<file path="src/rtl/vm2002_pkg.sv">
// rtl/vm2002_pkg.sv - shared coin and state types for the vm2002 coin acceptor
package vm2002_pkg;

  typedef enum logic [1:0] {
    NO_COINS = 2'd0,
    NICKEL   = 2'd1,
    DIME     = 2'd2,
    QUARTER  = 2'd3
  } coins_t;

  typedef enum logic [1:0] {
    IDLE    = 2'd0,
    COLLECT = 2'd1,
    PAID    = 2'd2,
    REFUND  = 2'd3
  } coin_state_t;

  // Credit value of a coin in nickel units; NO_COINS is worth nothing.
  function automatic logic [7:0] coin_units(coins_t c);
    logic [7:0] units;
    units = 8'd0;
    case (c)
      NICKEL:  units = 8'd1;
      DIME:    units = 8'd2;
      QUARTER: units = 8'd5;
      default: units = 8'd0;
    endcase
    return units;
  endfunction

endpackage

</file>
<file path="src/rtl/vm2002_coin_acceptor_if.sv">
// rtl/vm2002_coin_acceptor_if.sv - transaction/coin interface between vending FSM and coin acceptor
interface vm2002_coin_acceptor_if;
  import vm2002_pkg::*;

  logic       start;
  logic [7:0] cost;
  logic       coin_valid;
  coins_t     coin_in;
  logic       cancel;
  logic       paid_ack;
  logic [7:0] amount;
  logic       paid;
  logic [7:0] change;
  logic       refund_valid;
  logic [7:0] refund_amount;
  logic       coin_reject;
  logic       busy;

  modport master (
    output start, cost, coin_valid, coin_in, cancel, paid_ack,
    input  amount, paid, change, refund_valid, refund_amount, coin_reject, busy
  );

  modport slave (
    input  start, cost, coin_valid, coin_in, cancel, paid_ack,
    output amount, paid, change, refund_valid, refund_amount, coin_reject, busy
  );

endinterface

</file>
<file path="src/rtl/vm2002_timeout_timer.sv">
// rtl/vm2002_timeout_timer.sv - idle-cycle counter flagging the last cycle before auto refund
module vm2002_timeout_timer #(
  parameter int TIMEOUT_CYCLES = 1000
) (
  input  logic clk,
  input  logic reset,
  input  logic clear,
  input  logic enable,
  output logic expired
);

  localparam int W = (TIMEOUT_CYCLES > 2) ? $clog2(TIMEOUT_CYCLES) : 1;
  localparam logic [W-1:0] LAST = W'(TIMEOUT_CYCLES - 1);

  logic [W-1:0] count_q;

  // Holds at LAST so expired stays asserted until the owner clears it.
  always_ff @(posedge clk) begin
    if (reset || clear) begin
      count_q <= '0;
    end else if (enable && (count_q != LAST)) begin
      count_q <= count_q + 1'b1;
    end
  end

  assign expired = (count_q == LAST);

endmodule

</file>
<file path="src/rtl/vm2002_coin_acceptor.sv">
// rtl/vm2002_coin_acceptor.sv - coin acceptor: credit collection, payment, refund and timeout
module vm2002_coin_acceptor
  import vm2002_pkg::*;
#(
  parameter int         TIMEOUT_CYCLES = 1000,
  parameter logic [7:0] MAX_AMOUNT     = 8'hFF
) (
  input  logic                 clk,
  input  logic                 reset,
  vm2002_coin_acceptor_if.slave bus
);

  coin_state_t state_q, state_d;
  logic [7:0]  amount_q, amount_d;
  logic [7:0]  cost_q, cost_d;
  logic [7:0]  change_q, change_d;
  logic [7:0]  refund_amount_q, refund_amount_d;
  logic        paid_q, paid_d;
  logic        refund_valid_q, refund_valid_d;
  logic        coin_reject_q, coin_reject_d;

  logic        timer_clear, timer_enable, timer_expired;
  logic [7:0]  units;
  logic [8:0]  sum;
  logic        accept;
  logic [7:0]  new_amount;

  vm2002_timeout_timer #(.TIMEOUT_CYCLES(TIMEOUT_CYCLES)) u_timer (
    .clk     (clk),
    .reset   (reset),
    .clear   (timer_clear),
    .enable  (timer_enable),
    .expired (timer_expired)
  );

  always_ff @(posedge clk) begin
    if (reset) begin
      state_q         <= IDLE;
      amount_q        <= 8'd0;
      cost_q          <= 8'd0;
      change_q        <= 8'd0;
      refund_amount_q <= 8'd0;
      paid_q          <= 1'b0;
      refund_valid_q  <= 1'b0;
      coin_reject_q   <= 1'b0;
    end else begin
      state_q         <= state_d;
      amount_q        <= amount_d;
      cost_q          <= cost_d;
      change_q        <= change_d;
      refund_amount_q <= refund_amount_d;
      paid_q          <= paid_d;
      refund_valid_q  <= refund_valid_d;
      coin_reject_q   <= coin_reject_d;
    end
  end

  always_comb begin
    state_d         = state_q;
    amount_d        = amount_q;
    cost_d          = cost_q;
    change_d        = change_q;
    paid_d          = paid_q;
    refund_valid_d  = 1'b0;
    refund_amount_d = 8'd0;
    coin_reject_d   = 1'b0;
    timer_clear     = 1'b0;
    timer_enable    = 1'b0;
    units           = coin_units(bus.coin_in);
    sum             = {1'b0, amount_q} + {1'b0, units};
    accept          = 1'b0;
    new_amount      = amount_q;

    unique case (state_q)
      IDLE: begin
        coin_reject_d = bus.coin_valid;
        if (bus.start) begin
          state_d     = COLLECT;
          cost_d      = bus.cost;
          amount_d    = 8'd0;
          timer_clear = 1'b1;
        end
      end

      COLLECT: begin
        timer_enable  = 1'b1;
        // Cancel beats any coin in the same cycle; overflow and empty coins bounce.
        accept        = bus.coin_valid && (units != 8'd0) &&
                        (sum <= {1'b0, MAX_AMOUNT}) && !bus.cancel;
        coin_reject_d = bus.coin_valid && !accept;
        timer_clear   = accept;
        if (accept) begin
          new_amount = sum[7:0];
        end
        if (bus.cancel) begin
          state_d         = REFUND;
          refund_valid_d  = 1'b1;
          refund_amount_d = amount_q;
        end else if (new_amount >= cost_q) begin
          state_d  = PAID;
          amount_d = new_amount;
          paid_d   = 1'b1;
          change_d = new_amount - cost_q;
        end else if (accept) begin
          amount_d = new_amount;
        end else if (timer_expired) begin
          state_d         = REFUND;
          refund_valid_d  = 1'b1;
          refund_amount_d = amount_q;
        end
      end

      PAID: begin
        coin_reject_d = bus.coin_valid;
        if (bus.paid_ack) begin
          state_d  = IDLE;
          paid_d   = 1'b0;
          amount_d = 8'd0;
          change_d = 8'd0;
        end
      end

      REFUND: begin
        coin_reject_d = bus.coin_valid;
        state_d       = IDLE;
        amount_d      = 8'd0;
      end
    endcase
  end

  assign bus.amount        = amount_q;
  assign bus.paid          = paid_q;
  assign bus.change        = change_q;
  assign bus.refund_valid  = refund_valid_q;
  assign bus.refund_amount = refund_amount_q;
  assign bus.coin_reject   = coin_reject_q;
  assign bus.busy          = (state_q != IDLE);

endmodule

</file>
<file path="src/flat_wrapper.sv">
// flat-port wrapper written by rule: the top's interface ports become plain ports
module vm2002_coin_acceptor_flat import vm2002_pkg::*;
#(
  parameter int         TIMEOUT_CYCLES = 1000,
  parameter logic [7:0] MAX_AMOUNT     = 8'hFF
)
  (clk, reset, bus_start, bus_cost, bus_coin_valid, bus_coin_in, bus_cancel, bus_paid_ack, bus_amount, bus_paid, bus_change, bus_refund_valid, bus_refund_amount, bus_coin_reject, bus_busy);
  vm2002_coin_acceptor_if bus_i ();
  input  logic clk;
  input  logic reset;
  input wire logic [$bits(bus_i.start)-1:0] bus_start;
  input wire logic [$bits(bus_i.cost)-1:0] bus_cost;
  input wire logic [$bits(bus_i.coin_valid)-1:0] bus_coin_valid;
  input wire logic [$bits(bus_i.coin_in)-1:0] bus_coin_in;
  input wire logic [$bits(bus_i.cancel)-1:0] bus_cancel;
  input wire logic [$bits(bus_i.paid_ack)-1:0] bus_paid_ack;
  output wire logic [$bits(bus_i.amount)-1:0] bus_amount;
  output wire logic [$bits(bus_i.paid)-1:0] bus_paid;
  output wire logic [$bits(bus_i.change)-1:0] bus_change;
  output wire logic [$bits(bus_i.refund_valid)-1:0] bus_refund_valid;
  output wire logic [$bits(bus_i.refund_amount)-1:0] bus_refund_amount;
  output wire logic [$bits(bus_i.coin_reject)-1:0] bus_coin_reject;
  output wire logic [$bits(bus_i.busy)-1:0] bus_busy;
  assign bus_i.start = bus_start;
  assign bus_i.cost = bus_cost;
  assign bus_i.coin_valid = bus_coin_valid;
  assign bus_i.coin_in = bus_coin_in;
  assign bus_i.cancel = bus_cancel;
  assign bus_i.paid_ack = bus_paid_ack;
  assign bus_amount = bus_i.amount;
  assign bus_paid = bus_i.paid;
  assign bus_change = bus_i.change;
  assign bus_refund_valid = bus_i.refund_valid;
  assign bus_refund_amount = bus_i.refund_amount;
  assign bus_coin_reject = bus_i.coin_reject;
  assign bus_busy = bus_i.busy;
  vm2002_coin_acceptor #(.TIMEOUT_CYCLES(TIMEOUT_CYCLES), .MAX_AMOUNT(MAX_AMOUNT)) u_core (.clk(clk), .reset(reset), .bus(bus_i));
endmodule
</file>
<file path="config.mk">
export PLATFORM = sky130hd
export DESIGN_NAME = vm2002_coin_acceptor_flat
export DESIGN_NICKNAME = d
export VERILOG_FILES = /design/src/rtl/vm2002_pkg.sv /design/src/rtl/vm2002_coin_acceptor_if.sv /design/src/rtl/vm2002_timeout_timer.sv /design/src/rtl/vm2002_coin_acceptor.sv /design/src/flat_wrapper.sv
export SDC_FILE = /design/constraint.sdc
export NUM_CORES = 1
export LEC_CHECK = 0
export ABC_AREA = 1
export ABC_CLOCK_PERIOD_IN_PS = 6000
export CORE_ASPECT_RATIO = 0.6
export CORE_UTILIZATION = 47
export CTS_CLUSTER_DIAMETER = 40
export CTS_CLUSTER_SIZE = 28
export DETAILED_ROUTE_END_ITERATION = 7
export GPL_TIMING_DRIVEN = 0
export PLACE_DENSITY = 0.71
export SYNTH_ARGS = -nofsm -noshare
export SYNTH_HDL_FRONTEND = slang
export SYNTH_SLANG_ARGS = --single-unit
</file>
<file path="constraint.sdc">
create_clock -name clk -period 6 [get_ports clk]
set_input_delay 1.8 -clock clk [delete_from_list [all_inputs] [get_ports clk]]
set_output_delay 1.8 -clock clk [all_outputs]
set_load 0.005 [all_outputs]
</file>
After elaboration in Yosys (flattened, before gate mapping)
Index checks and enable logic that the tools add are counted.
{"block": "totals", "reg_bits": 47, "latch_bits": 0, "ramBits": 0, "romBits": 0, "output_inout_bits": 28, "n_memories": 0}
{"block": "classes", "add_sub_neg": 3, "n_mul": 0, "div": 0, "order_cmp": 2, "eq_ne": 15, "n_shift": 0, "n_mux": 35, "bitwise_logic": 1, "n_reduce_logical": 18}
{"operator": "2-to-1 mux 8 bit", "n": 13}
{"operator": "one-hot mux 8 bit (4 select lines)", "n": 1}
{"operator": "one-hot mux 8 bit (2 select lines)", "n": 1}
{"operator": "2-to-1 mux 2 bit", "n": 6}
{"operator": "AND reduction 4 bit", "n": 3}
{"operator": "adder 10 x 1 -> 10 bit (second input constant)", "n": 1}
{"operator": "== test 10 bit (second input constant)", "n": 1}
{"operator": "inequality test 10 bit (second input constant)", "n": 1}
{"operator": "adder 8 x 3 -> 9 bit", "n": 1}
{"operator": "<= comparator 9 x 8 -> 1 bit (second input constant)", "n": 1}
{"operator": "2-to-1 mux 1 bit", "n": 9}
{"operator": "one-hot mux 3 bit (3 select lines)", "n": 1}
{"operator": "== test 2 bit (second input constant)", "n": 4}
{"operator": ">= comparator 8 bit", "n": 1}
{"operator": "one-hot mux 2 bit (4 select lines)", "n": 1}
{"operator": "nonzero test 8 bit", "n": 1}
{"operator": "subtractor 8 bit", "n": 1}
{"operator": "inequality test 2 bit (second input constant)", "n": 3}
{"operator": "one-hot mux 1 bit (2 select lines)", "n": 3}
{"operator": "logical AND 1 bit", "n": 5}
{"operator": "== test 2 x 1 -> 1 bit (second input constant)", "n": 2}
{"operator": "inequality test 4 x 2 -> 1 bit (second input constant)", "n": 1}
{"operator": "inequality test 4 bit (second input constant)", "n": 1}
{"operator": "nonzero test 2 bit", "n": 2}
{"operator": "other kinds (9)", "n": 10}

Longest topological paths before layout
Gate-level depths: netlist (run 1).
{"block": "depth", "depth_word": 12, "ltp_mapped": 22, "depth_no_buf": 21}

By module
Synthesis (run 1) repeated with hierarchy kept, for this count alone.
{"block": "hier_totals", "hier_cells": 395, "area_unflattened_um2": 2797.7}
{"mod": "vm2002_coin_acceptor", "instances": 1, "cells_each": 311, "area_per_inst_um2": 2197.1}
{"mod": "vm2002_timeout_timer", "instances": 1, "cells_each": 84, "area_per_inst_um2": 600.6}

Least setup slack after synthesis (run 1)
Ideal clock, no wire load.
{"block": "synth_timing", "path_type": "input to register", "from": "input bus_coin_in[0]", "to": "register u_core.amount_q[7], in the netlist u_core.bus.amount[7]", "arrival_time_ns": 4.338, "slack_ns": 1.532, "cell_stages": 20, "n_path_buf": 0, "path_cell_list": "ha_1 > fa_1 > nand3_2 > nand2_2 > a21oi_4 > nand2_1 > o21ai_0 > inv_1 > ha_1 > fa_1 > inv_1 > nand2_1 > nand2_1 > nand3_2 > nand2_2 > nor2_4 > nand3_4 > nand3_4 > nand2_1 > a21oi_2"}
{"block": "synth_between", "elab_chain_len": 12, "word_cells_on_any_way": 19, "cone_classes": "add/sub (1); order compare (2); eq/ne (4); mux (7); reduce/logical (5)"}
{"element": "start: declaration", "line_no": "flat_wrapper.sv:14", "source": "input wire logic [$bits(bus_i.coin_in)-1:0] bus_coin_in;"}
{"element": "== test 2 bit or == test 2 x 1 -> 1 bit (tied branches)", "line_no": "vm2002_pkg.sv:22", "source": "case (c)"}
{"element": "one-hot mux 3 bit (3 select lines) *", "line_no": "vm2002_pkg.sv:22"}
{"element": "adder 8 x 3 -> 9 bit or nonzero test 8 bit (tied branches)", "line_no": "vm2002_coin_acceptor.sv:70, vm2002_coin_acceptor.sv:88"}
{"element": "<= comparator 9 x 8 -> 1 bit or logical AND 1 bit (tied branches)", "line_no": "vm2002_coin_acceptor.sv:89, vm2002_coin_acceptor.sv:88"}
{"element": "logical AND 1 bit", "line_no": "vm2002_coin_acceptor.sv:88", "source": "accept = bus.coin_valid && (units != 8'd0) &&"}
{"element": "logical AND 1 bit", "line_no": "vm2002_coin_acceptor.sv:89", "source": "(sum <= {1'b0, MAX_AMOUNT}) && !bus.cancel;"}
{"element": "2-to-1 mux 8 bit", "line_no": "vm2002_coin_acceptor.sv:92", "source": "if (accept) begin"}
{"element": "2-to-1 mux 8 bit", "line_no": "vm2002_coin_acceptor.sv:74", "source": "unique case (state_q)"}
{"element": ">= comparator 8 bit or 2-to-1 mux 8 bit (tied branches)", "line_no": "vm2002_coin_acceptor.sv:99, vm2002_coin_acceptor.sv:104"}
{"element": "2-to-1 mux 8 bit", "line_no": "vm2002_coin_acceptor.sv:99", "source": "end else if (new_amount >= cost_q) begin"}
{"element": "2-to-1 mux 8 bit", "line_no": "vm2002_coin_acceptor.sv:95", "source": "if (bus.cancel) begin"}
{"element": "one-hot mux 8 bit (4 select lines)", "line_no": "vm2002_coin_acceptor.sv:74"}
{"element": "end signal: assignment", "line_no": "vm2002_coin_acceptor.sv:48", "source": "amount_q <= amount_d;"}
{"element": "end: declaration", "line_no": "vm2002_coin_acceptor.sv:14", "source": "logic [7:0] amount_q, amount_d;"}
Mark *: on every way between the ends. The rest lies on a longest branch, timed or not. The select of a mux whose other input is x is not followed.
A chain may end at the register's enable or synchronous reset.

Worst setup path after layout (run 1)
{"block": "layout_timing", "from": "input bus_coin_in[0]", "to": "register u_core.change_q[7], in the netlist u_core.bus.change[7]"}
{"block": "layout_between", "elab_chain_len": 12, "word_cells_on_any_way": 19, "cone_classes": "add/sub (2); order compare (2); eq/ne (4); mux (6); reduce/logical (5)"}
{"element": "== test 2 bit or == test 2 x 1 -> 1 bit (tied branches)", "line_no": "vm2002_pkg.sv:22"}
{"element": "one-hot mux 3 bit (3 select lines) *", "line_no": "vm2002_pkg.sv:22"}
{"element": "adder 8 x 3 -> 9 bit or nonzero test 8 bit (tied branches)", "line_no": "vm2002_coin_acceptor.sv:70, vm2002_coin_acceptor.sv:88"}
{"element": "<= comparator 9 x 8 -> 1 bit or logical AND 1 bit (tied branches)", "line_no": "vm2002_coin_acceptor.sv:89, vm2002_coin_acceptor.sv:88"}
{"element": "logical AND 1 bit", "line_no": "vm2002_coin_acceptor.sv:88"}
{"element": "logical AND 1 bit", "line_no": "vm2002_coin_acceptor.sv:89"}
{"element": "2-to-1 mux 8 bit *", "line_no": "vm2002_coin_acceptor.sv:92"}
{"element": "2-to-1 mux 8 bit *", "line_no": "vm2002_coin_acceptor.sv:74"}
{"element": "subtractor 8 bit", "line_no": "vm2002_coin_acceptor.sv:103", "source": "change_d = new_amount - cost_q;"}
{"element": "2-to-1 mux 8 bit", "line_no": "vm2002_coin_acceptor.sv:99"}
{"element": "2-to-1 mux 8 bit", "line_no": "vm2002_coin_acceptor.sv:95"}
{"element": "one-hot mux 8 bit (2 select lines)", "line_no": "vm2002_coin_acceptor.sv:74"}
{"element": "end signal: assignment", "line_no": "vm2002_coin_acceptor.sv:50", "source": "change_q <= change_d;"}
{"element": "end: declaration", "line_no": "vm2002_coin_acceptor.sv:16", "source": "logic [7:0] change_q, change_d;"}
Marked as above.

==> flow_summary.yaml, run 1 <==
critical_path:
  cp-end-kind: "flop"
  start_kind: "input pin"
  r2r_cells: 19
  worstReg2RegEnd: "u_core.bus.change[7]"
  slowest_delay_ps: 460
  crit_arrival_ps: 5340
  worstSetupPathType: "in -> reg"
  cp_max_fo: 10
  critPathRequiredTime_ps: 6240
  r2r_start: "u_core.bus.amount[0]"
  cpMaxStageDelayCell: "clkdlybuf4s50_1"
  cp_cell_sequence: "clkdlybuf4s50_1 > ha_1 > fa_1 > nand3_2 > nand2_2 > a21oi_4 > nand2_1 > o21ai_0 > inv_1 > ha_1 > fa_1 > inv_1 > nand2_1 > nand2_1 > nand3_2 > nand3_2 > nor2_4 > nor2_8 > nand4_1 > a21oi_1"
  worst_path_dominant_cell_family: "adder cells"
  critPathBufInv: 3
  rrSetupSlack_ps: 2490
clock_network:
  clockBufferDepth: 2
  cts_resized: 0
  postCtsSetupRepairBufs: 0
  cts-root-buf: "clkbuf_8"
  cts_tree: "yes"
  clk_pin_slew_ps: 90
  insertion_delay_ps: 310
  hold_buffers: 0
  cts_max_level: 2
  numCtsBuffers: 5
  clock_sinks: 47
global_routing:
  grt_max_degree: 14
  grt_remaining_overflow: 0
  grt_pass1_wl_um: 10600
  grt_pass1_vias: 2178
  grt_usage_pct: 22.3
  antenna_found_initial: 0
floorplan:
  fp-row-count: 21
  initial_core_util_pct: 49.4
  die_area_mm2: 0.00626
  ioPinCount: 44
  core_area_mm2: 0.00565
  die_w_um: 102
  die_h_um: 61.7
routing:
  via_per_inst: 5.03
  drtIter0Drc: 100
  wl_per_cell_um: 12.8
  num_vias: 2603
  dr.pass1.iters: 4
  route.detailed.drc: 0
  routed_wirelength_um: 6630
  antenna_left: 0
timing:
  setup_viol: 0
  slew_violations: 0
  period_minus_slack_ps: 5100
  skew_ps: 6.65
  setup_tns_ps: 0
  slew_headroom_pct: 63.8
  fmax_mhz: 196
  worst_slack_ps: 896
  period_share_pct: 85.1
  whs_ps: 465
  grt_setup_unrepaired: "no"
  worst_pin_slew_ps: 543
  hold_viol: 0
logic_synthesis:
  synth_nets: 416
  syn_inst: 386
  async_flop_share_pct: 0
  ys_ff_latch: 47
  synth_area_per_cell_um2: 7.23
  ys_types: 42
  synth_edf_count: 0
  ys.flop_type: "dfxtp_1"
  seq_area_frac_synth_pct: 33.7
  syn-cell-area_mm2: 0.00279
  ys_warn_count: 0
placed_design:
  dp_hpwl_um: 5160
  place_congestion: 0.940
  placed_cell_area_mm2: 0.00332
  io_buffers: 43
  pre_cts_slack_ps: 605
final_layout:
  drive_above_1_share_pct: 11.7
  area.growth.synth_to_final_pct: 22.6
  final_cell_area_mm2: 0.00342
  diodes: 0
  fin_nets: 466
hold_path:
  hold_depth: 2
  hold_end: "u_core.bus.change[5]"
  hold_start: "u_core.bus.change[5]"
  hold_path.class: "reg -> reg"
status:
  status: "finished, final reports clean"
power_and_ir_drop:
  fin_total_pwr_uw: 794
  worst_ir_drop_vdd_mv: 0.102
  p_sw_share_pct: 33.8
  power.density_mw_per_mm2: 232
  pwr-share-seq_pct: 42.9
  internal_power_uw: 526
  comb_power_share_pct: 29.9
  power.net_switching_uw: 268
  p_leak_uw: 0.00139
  clkPwrFrac_pct: 27.3
run:
  drv_cap: 0
## layout by cell type (no fill, tap or decap), drive strengths merged, types with 6 or more instances in the layout
cell,instances
nand4,18
clkbuf,10
clkdlybuf4s50,43
o21ai,17
ha,12
nor2,32
inv,57
nand3,24
dfxtp,47
a21oi,42
nand2,104
nor3,6
## metal layers
| layer | wire (µm) | part of all wire [%] | global-route usage [%] | up-vias |
|---|---|---|---|---|
| li1 | - | - | - | 1354 |
| met1 | 3660 | 55 | 33.2 | 1187 |
| met2 | 2580 | 39 | 32.9 | 57 |
| met3 | 334 | 5.0 | 4.25 | 5 |
| met4 | 57 | 0.86 | 6.21 | 0 |
| met5 | 0 | 0 | 0 | - |
## state kept, by name, summed over array words and instances, names as in the netlist
signal                    count
u_core.bus.coin_reject        1
u_core.u_timer.count_q       10
u_core.bus.paid               1
u_core.bus.refund_valid       1
u_core.bus.change             8
u_core.state_q                2
u_core.cost_q                 8
u_core.bus.amount             8
u_core.bus.refund_amount      8
## logic make-up (layout without fill, tap and decap cells)
kind of cell	count (synthesis)	count (layout)	share of synthesized area, %
simple gates	195	195	36.8
fa+ha+maj	14	14	6.81
buf+inv	64	115	9.05
flops	47	47	33.7
xor+xnor	3	3	0.941
compound gates	63	63	12.7
## how the worst max path moves through the flow
stage	from	end	slack, ps	cells after the start
CTS	bus_coin_in[0]	u_core.bus.change[7]	920	20
global placement	bus_coin_in[0]	u_core.bus.change[7]	630	20
finish	bus_coin_in[0]	u_core.bus.change[7]	900	20
global route	bus_coin_in[0]	u_core.bus.change[7]	660	20
detailed placement	bus_coin_in[0]	u_core.bus.change[7]	610	20
floorplan	bus_coin_in[0]	u_core.bus.amount[7]	1530	20
## worst reg2reg max path: cells and delay by family, from the launching register on
| family | cells | cell delay (ps) |
|---|---|---|
| fa+ha+maj | 4 | 1280 |
| buf+inv | 2 | 150 |
| simple gates | 10 | 1080 |
| compound gates | 3 | 580 |
| flops | 1 | 360 |
## cell type report
type	count	area, µm²
fill	524	2230
multi-input combinational	275	1600
sequential	47	941
timing repair buffer	43	430
inverter	59	225
clock buffer	8	100
tap	80	100
buffer	5	27.5
## synth_stat cells, types with 6 or more instances
cell | count | area share, %
nand2_2 | 6 | 1.3
inv_1 | 53 | 7.1
nand2_1 | 95 | 13
nor2_1 | 24 | 3.2
nand4_1 | 18 | 4.0
o21ai_0 | 15 | 2.7
nand3_1 | 17 | 3.0
a21oi_1 | 38 | 6.8
ha_1 | 12 | 5.4
dfxtp_1 | 47 | 34
## power by group through the flow
stage	clock [µW]	sequential [µW]	combinational [µW]
floorplan	0	347	163
global placement	0	347	229
detailed placement	0	348	234
CTS	219	340	236
global route	232	343	263
finish	217	340	237
## per-stage QoR
stage / utilization (%) / std cells
finish: 60.6 / 517
global route: 60.6 / 517
CTS: 60.6 / 517
detailed placement: 58.8 / 509
global placement: 58.8 / 509
floorplan: - / 386
Power figures use the tool's default switching activity.
==> run 2: changes to the inputs <==
--- a/config.mk
+++ b/config.mk
@@ -5,15 +5,15 @@
 export SDC_FILE = /design/constraint.sdc
 export NUM_CORES = 1
 export LEC_CHECK = 0
-export ABC_AREA = 1
 export ABC_CLOCK_PERIOD_IN_PS = 6000
 export CORE_ASPECT_RATIO = 0.6
 export CORE_UTILIZATION = 47
 export CTS_CLUSTER_DIAMETER = 40
-export CTS_CLUSTER_SIZE = 28
+export CTS_CLUSTER_SIZE = 24
 export DETAILED_ROUTE_END_ITERATION = 7
 export GPL_TIMING_DRIVEN = 0
-export PLACE_DENSITY = 0.71
+export PLACE_DENSITY = 0.73
+export SETUP_SLACK_MARGIN = 0.15
 export SYNTH_ARGS = -nofsm -noshare
 export SYNTH_HDL_FRONTEND = slang
 export SYNTH_SLANG_ARGS = --single-unit
==> flow_summary.yaml, run 2 <==
global_routing:
  grt_usage_pct: 22.0
  grt_max_degree: 14
  antenna_found_initial: 0
  grt_remaining_overflow: 0
  grt_pass1_wl_um: 8880
  grt_pass1_vias: 1822
routing:
  drtIter0Drc: 94
  num_vias: 2056
  antenna_left: 0
  routed_wirelength_um: 5650
  dr.pass1.iters: 4
  via_per_inst: 5.42
  wl_per_cell_um: 14.9
  route.detailed.drc: 0
final_layout:
  largest_register_ffs: 10
  most-common-layout-cells: "dfxtp_1 (47), clkdlybuf4s50_1 (43), nor2_1 (34)"
  final_cells: 379
  area.growth.synth_to_final_pct: 26.8
  diodes: 0
  regMostFlops: "u_core.u_timer.count_q"
  drive_above_1_share_pct: 8.86
  layout_commonest_cell: "dfxtp_1"
  final_cell_area_mm2: 0.00303
  fin_nets: 345
timing:
  worst_pin_slew_ps: 618
  slew_violations: 0
  fmax_mhz: 176
  worst_slack_ps: 327
  hold_viol: 0
  setup_viol: 0
  slew_headroom_pct: 58.6
  setup_tns_ps: 0
  period_minus_slack_ps: 5670
  period_share_pct: 94.6
  skew_ps: 6.93
  grt_setup_unrepaired: "no"
power_and_ir_drop:
  fin_total_pwr_uw: 677
  p_leak_uw: 0.00118
  worst_ir_drop_vdd_mv: 0.127
  power.density_mw_per_mm2: 223
critical_path:
  critPathLaunch: "bus_coin_in[0]"
  start_kind: "input pin"
  slowest_delay_ps: 490
  cp_max_fo: 9
  critPathRequiredTime_ps: 6220
  cp_cell_sequence: "clkdlybuf4s50_1 > ha_1 > fa_1 > a21o_1 > and3_1 > buf_2 > nor3_1 > xnor2_1 > inv_1 > ha_1 > a21o_1 > a2111oi_4 > a21oi_4 > o31a_1 > buf_6 > nor3_1"
  crit_arrival_ps: 5890
  cp-end-kind: "flop"
  cpMaxStageDelayCell: "clkdlybuf4s50_1"
  r2r_start: "u_core.bus.amount[0]"
  critPathBufInv: 4
  worst_path_dominant_cell_family: "compound AO/OA/AOI/OAI gates"
  worstSetupPathType: "in -> reg"
floorplan:
  initial_core_util_pct: 50.6
  die_w_um: 94.1
  die_area_mm2: 0.00539
  ioPinCount: 44
  core_area_mm2: 0.00473
  die_h_um: 57.3
  fp-row-count: 19
clock_network:
  clockBufferDepth: 2
  cts-root-buf: "clkbuf_8"
  clock_sinks: 47
  cts_tree: "yes"
  clk_pin_slew_ps: 90
  cts_max_level: 2
  insertion_delay_ps: 310
  hold_buffers: 0
  numCtsBuffers: 5
hold_path:
  hold_start: "u_core.bus.paid"
  hold_path.class: "reg -> reg"
logic_synthesis:
  synth_top_cell_by_area: "dfxtp_1"
  yosysTopAreaCellShare_pct: 39.3
  async_flop_share_pct: 0
  yosys-top-cells-count: "dfxtp_1 (47), nor2_1 (34), inv_1 (24), nor3_1 (13)"
  ys_warn_count: 0
  post-synth-top-count-cell: "dfxtp_1"
  syn-cell-area_mm2: 0.00239
  seq_area_frac_synth_pct: 39.3
  ys_ff_latch: 47
  ys_types: 54
  syn_inst: 263
  synth_edf_count: 0
  synth_area_leaders: "dfxtp_1 (39%), ha_1 (6.3%), nor2_1 (5.3%)"
  synth_area_per_cell_um2: 9.10
  ys.flop_type: "dfxtp_1"
  synth_nets: 293
status:
  status: "finished, final reports clean"
placed_design:
  placed_cell_area_mm2: 0.00290
  pre_cts_slack_ps: -177
  io_buffers: 43
  dp.cells: 369
  place_congestion: 0.829
  dp_hpwl_um: 4170
run:
  drv_cap: 0
## run 2: cell count changes in the layout (fill, tap and decap cells not counted), moves of 10 or more
cell / before / now
a21oi_1: 38 / 12
inv_1: 53 / 24
nand2_1: 95 / 10
nand3_1: 17 / 3
nand4_1: 18 / 6
nor2_1: 24 / 34
o21ai_0: 15 / 3
## run 2: cell families (layout without fill, tap and decap cells)
kind of cell    count (synthesis)  after routing  synth area share [%]
xor+xnor                       19             19                  6.95
mux                             5              5                  2.09
flops                          47             47                  39.3
simple gates                   89             89                  19.0
compound gates                 57             57                  19.2
buf+inv                        32             85                  5.54
fa+ha+maj                      14             14                  7.95
## run 2: layout make-up
type                       count  area, µm²
fill                         408       1700
multi-input combinational    184       1340
sequential                    47        941
timing repair buffer          45        445
clock buffer                   8        100
inverter                      24       90.1
tap                           63       78.8
buffer                         8       42.5
## run 2: metrics by stage
stage	utilization [%]	hold WS [ps]
after CTS	63.6	461
after global placement	61.4	433
final	64.1	458
after floorplan	-	451
after detailed placement	61.4	441
after global routing	64.1	471
## run 2: worst paths after layout
| check | slack [ps] | cells past startpoint | endpoint |
|---|---|---|---|
| worst max-delay path | 330 | 16 | u_core.bus.refund_amount[5] |
| worst max register to register | 1970 | 15 | u_core.bus.refund_amount[5] |
| worst min register to register | 460 | 1 | u_core.bus.paid |
| worst min-delay path | 460 | 1 | u_core.bus.paid |
## run 2: layer usage
layer  track usage, %  share of wire [%]  vias to the layer above
met1             33.4                 49                      936
met5                0                  0                        -
met3             5.33                7.5                        8
met4             7.03                1.2                        0
li1                 -                  -                     1040
met2             30.2                 42                       72
## run 2: power breakdown
part | switching, µW | internal, µW
Clock | 106 | 105
Sequential | 5.78 | 322
Combinational | 75.5 | 62.5
## run 2: what timing repair did
action                                  CTS  global route
buffers inserted                          0             2
resized for setup                         1             1
endpoints found under the setup margin    6             8
pin swaps                                 0             1
==> run 3: changes to the inputs <==
--- a/config.mk
+++ b/config.mk
@@ -7,12 +7,13 @@
 export LEC_CHECK = 0
 export ABC_CLOCK_PERIOD_IN_PS = 6000
 export CORE_ASPECT_RATIO = 0.6
-export CORE_UTILIZATION = 47
+export CORE_UTILIZATION = 56
+export CTS_BUF_LIST = sky130_fd_sc_hd__clkbuf_16
 export CTS_CLUSTER_DIAMETER = 40
 export CTS_CLUSTER_SIZE = 24
 export DETAILED_ROUTE_END_ITERATION = 7
 export GPL_TIMING_DRIVEN = 0
-export PLACE_DENSITY = 0.73
+export PLACE_DENSITY = 0.85
 export SETUP_SLACK_MARGIN = 0.15
 export SYNTH_ARGS = -nofsm -noshare
 export SYNTH_HDL_FRONTEND = slang
==> flow_summary.yaml, run 3 (synthesis gave the netlist of run 2 again) <==
status:
  status: "finished, final reports clean"
global_routing:
  grt_pass1_vias: 1930
  grt_remaining_overflow: 0
  antenna_found_initial: 0
  grt_usage_pct: 28.3
  grt_max_degree: 15
  grt_pass1_wl_um: 9550
final_layout:
  diodes: 0
  regMostFlops: "u_core.u_timer.count_q"
  drive_above_1_share_pct: 9.78
  multiInputGateArea_mm2: 0.00134
  seq_area_um2: 941
  largest_register_ffs: 10
  fill_cells: 275
  layout_commonest_cell: "dfxtp_1"
  most-common-layout-cells: "dfxtp_1 (47), clkdlybuf4s50_1 (43), nor2_1 (34)"
  fin_nets: 346
  area.growth.synth_to_final_pct: 29.4
timing:
  period_share_pct: 94.2
  fmax_mhz: 177
  period_minus_slack_ps: 5650
  whs_ps: 455
  skew_ps: 5.43
  setup_viol: 0
  hold_viol: 0
  slew_violations: 0
  worst_slack_ps: 350
  grt_setup_unrepaired: "no"
  slew_headroom_pct: 49.7
  worst_pin_slew_ps: 751
  setup_tns_ps: 0
critical_path:
  start_kind: "input pin"
  cp_max_fo: 9
  cp-end-kind: "flop"
  crit_arrival_ps: 5830
  worstSetupPathType: "in -> reg"
  critPathRequiredTime_ps: 6180
power_and_ir_drop:
  fin_total_pwr_uw: 784
  p_leak_uw: 0.00121
  worst_ir_drop_vdd_mv: 0.155
  power.density_mw_per_mm2: 253
clock_network:
  hold_buffers: 0
  numCtsBuffers: 5
  clockBufferDepth: 2
  clock_sinks: 47
  clk_pin_slew_ps: 60
  cts_tree: "yes"
  cts-root-buf: "clkbuf_16"
  insertion_delay_ps: 280
  cts_max_level: 2
placed_design:
  pre_cts_slack_ps: -121
  io_buffers: 43
  dp_hpwl_um: 4230
  place_congestion: 0.926
routing:
  route.detailed.drc: 0
  antenna_left: 0
  routed_wirelength_um: 5950
  drtIter0Drc: 102
  dr.pass1.iters: 5
  via_per_inst: 5.69
  wl_per_cell_um: 15.9
  num_vias: 2127
floorplan:
  fp-row-count: 17
  ioPinCount: 44
  core_area_mm2: 0.00387
  die_w_um: 86.4
  die_area_mm2: 0.00455
  initial_core_util_pct: 61.8
  die_h_um: 52.6
hold_path:
  hold_path.class: "reg -> reg"
run:
  drv_cap: 0
-- run 3: worst paths after layout --
check | startpoint | to | slack (ps) | cells past startpoint
worst max-delay path | bus_coin_in[0] | u_core.bus.change[5] | 350 | 15
worst min-delay path | u_core.bus.paid | u_core.bus.paid | 460 | 1
worst max register to register | u_core.bus.amount[0] | u_core.bus.change[5] | 2060 | 14
worst min register to register | u_core.bus.paid | u_core.bus.paid | 460 | 1
-- run 3: through the flow --
stage | cell area, µm² | std cells | util (%)
3_5_place_dp | 2900 | 363 | 74.8
3_3_place_gp | 2900 | 363 | 74.8
4_1_cts | 3070 | 371 | 79.2
5_1_grt | 3100 | 374 | 80.0
6_report | 3100 | 374 | 80.0
2_1_floorplan | 2390 | 263 | -
-- run 3: critical path, stage by stage --
cell and delay (ps):
clkdlybuf4s50_1 500, ha_1 260, fa_1 420, a21o_1 240, and3_1 180, buf_2 170
nor2_4 190, mux2i_1 130, ha_1 220, fa_1 390, nand2b_1 220, a31o_2 300
a21oi_4 260, a31oi_2 250, a22o_1 290
-- run 3: what timing repair did --
item,in CTS,in global routing
endpoints found under the setup margin,7,22
setup buffers,0,3
pin swaps,0,2
resized for setup,1,2
-- run 3: where the power goes --
group | leakage [µW] | total [µW] | switching, µW | internal (µW)
sequential | 0.000381 | 328 | 5.78 | 322
clock | 0.0000812 | 309 | 114 | 194
combinational | 0.000748 | 147 | 81.7 | 65.6
-- run 3: area by class of cell --
class,instances,share of cell area [%]
plain buffers,8,1.37
clock buffers,5,4.04
clock inverters,3,1.25
inverters,24,2.91
multi-input cells,184,43.2
flip-flops and latches,47,30.4
well taps,57,2.30
repair buffers,46,14.5
-- run 3: routing by layer --
layer  global-route usage, %  share of wire, %  wire [µm]
met1                    41.5                51       3020
met2                    41.3                42       2470
met3                    7.56               7.7        458
met4                    6.11             0.067          4
met5                       0                 0          0
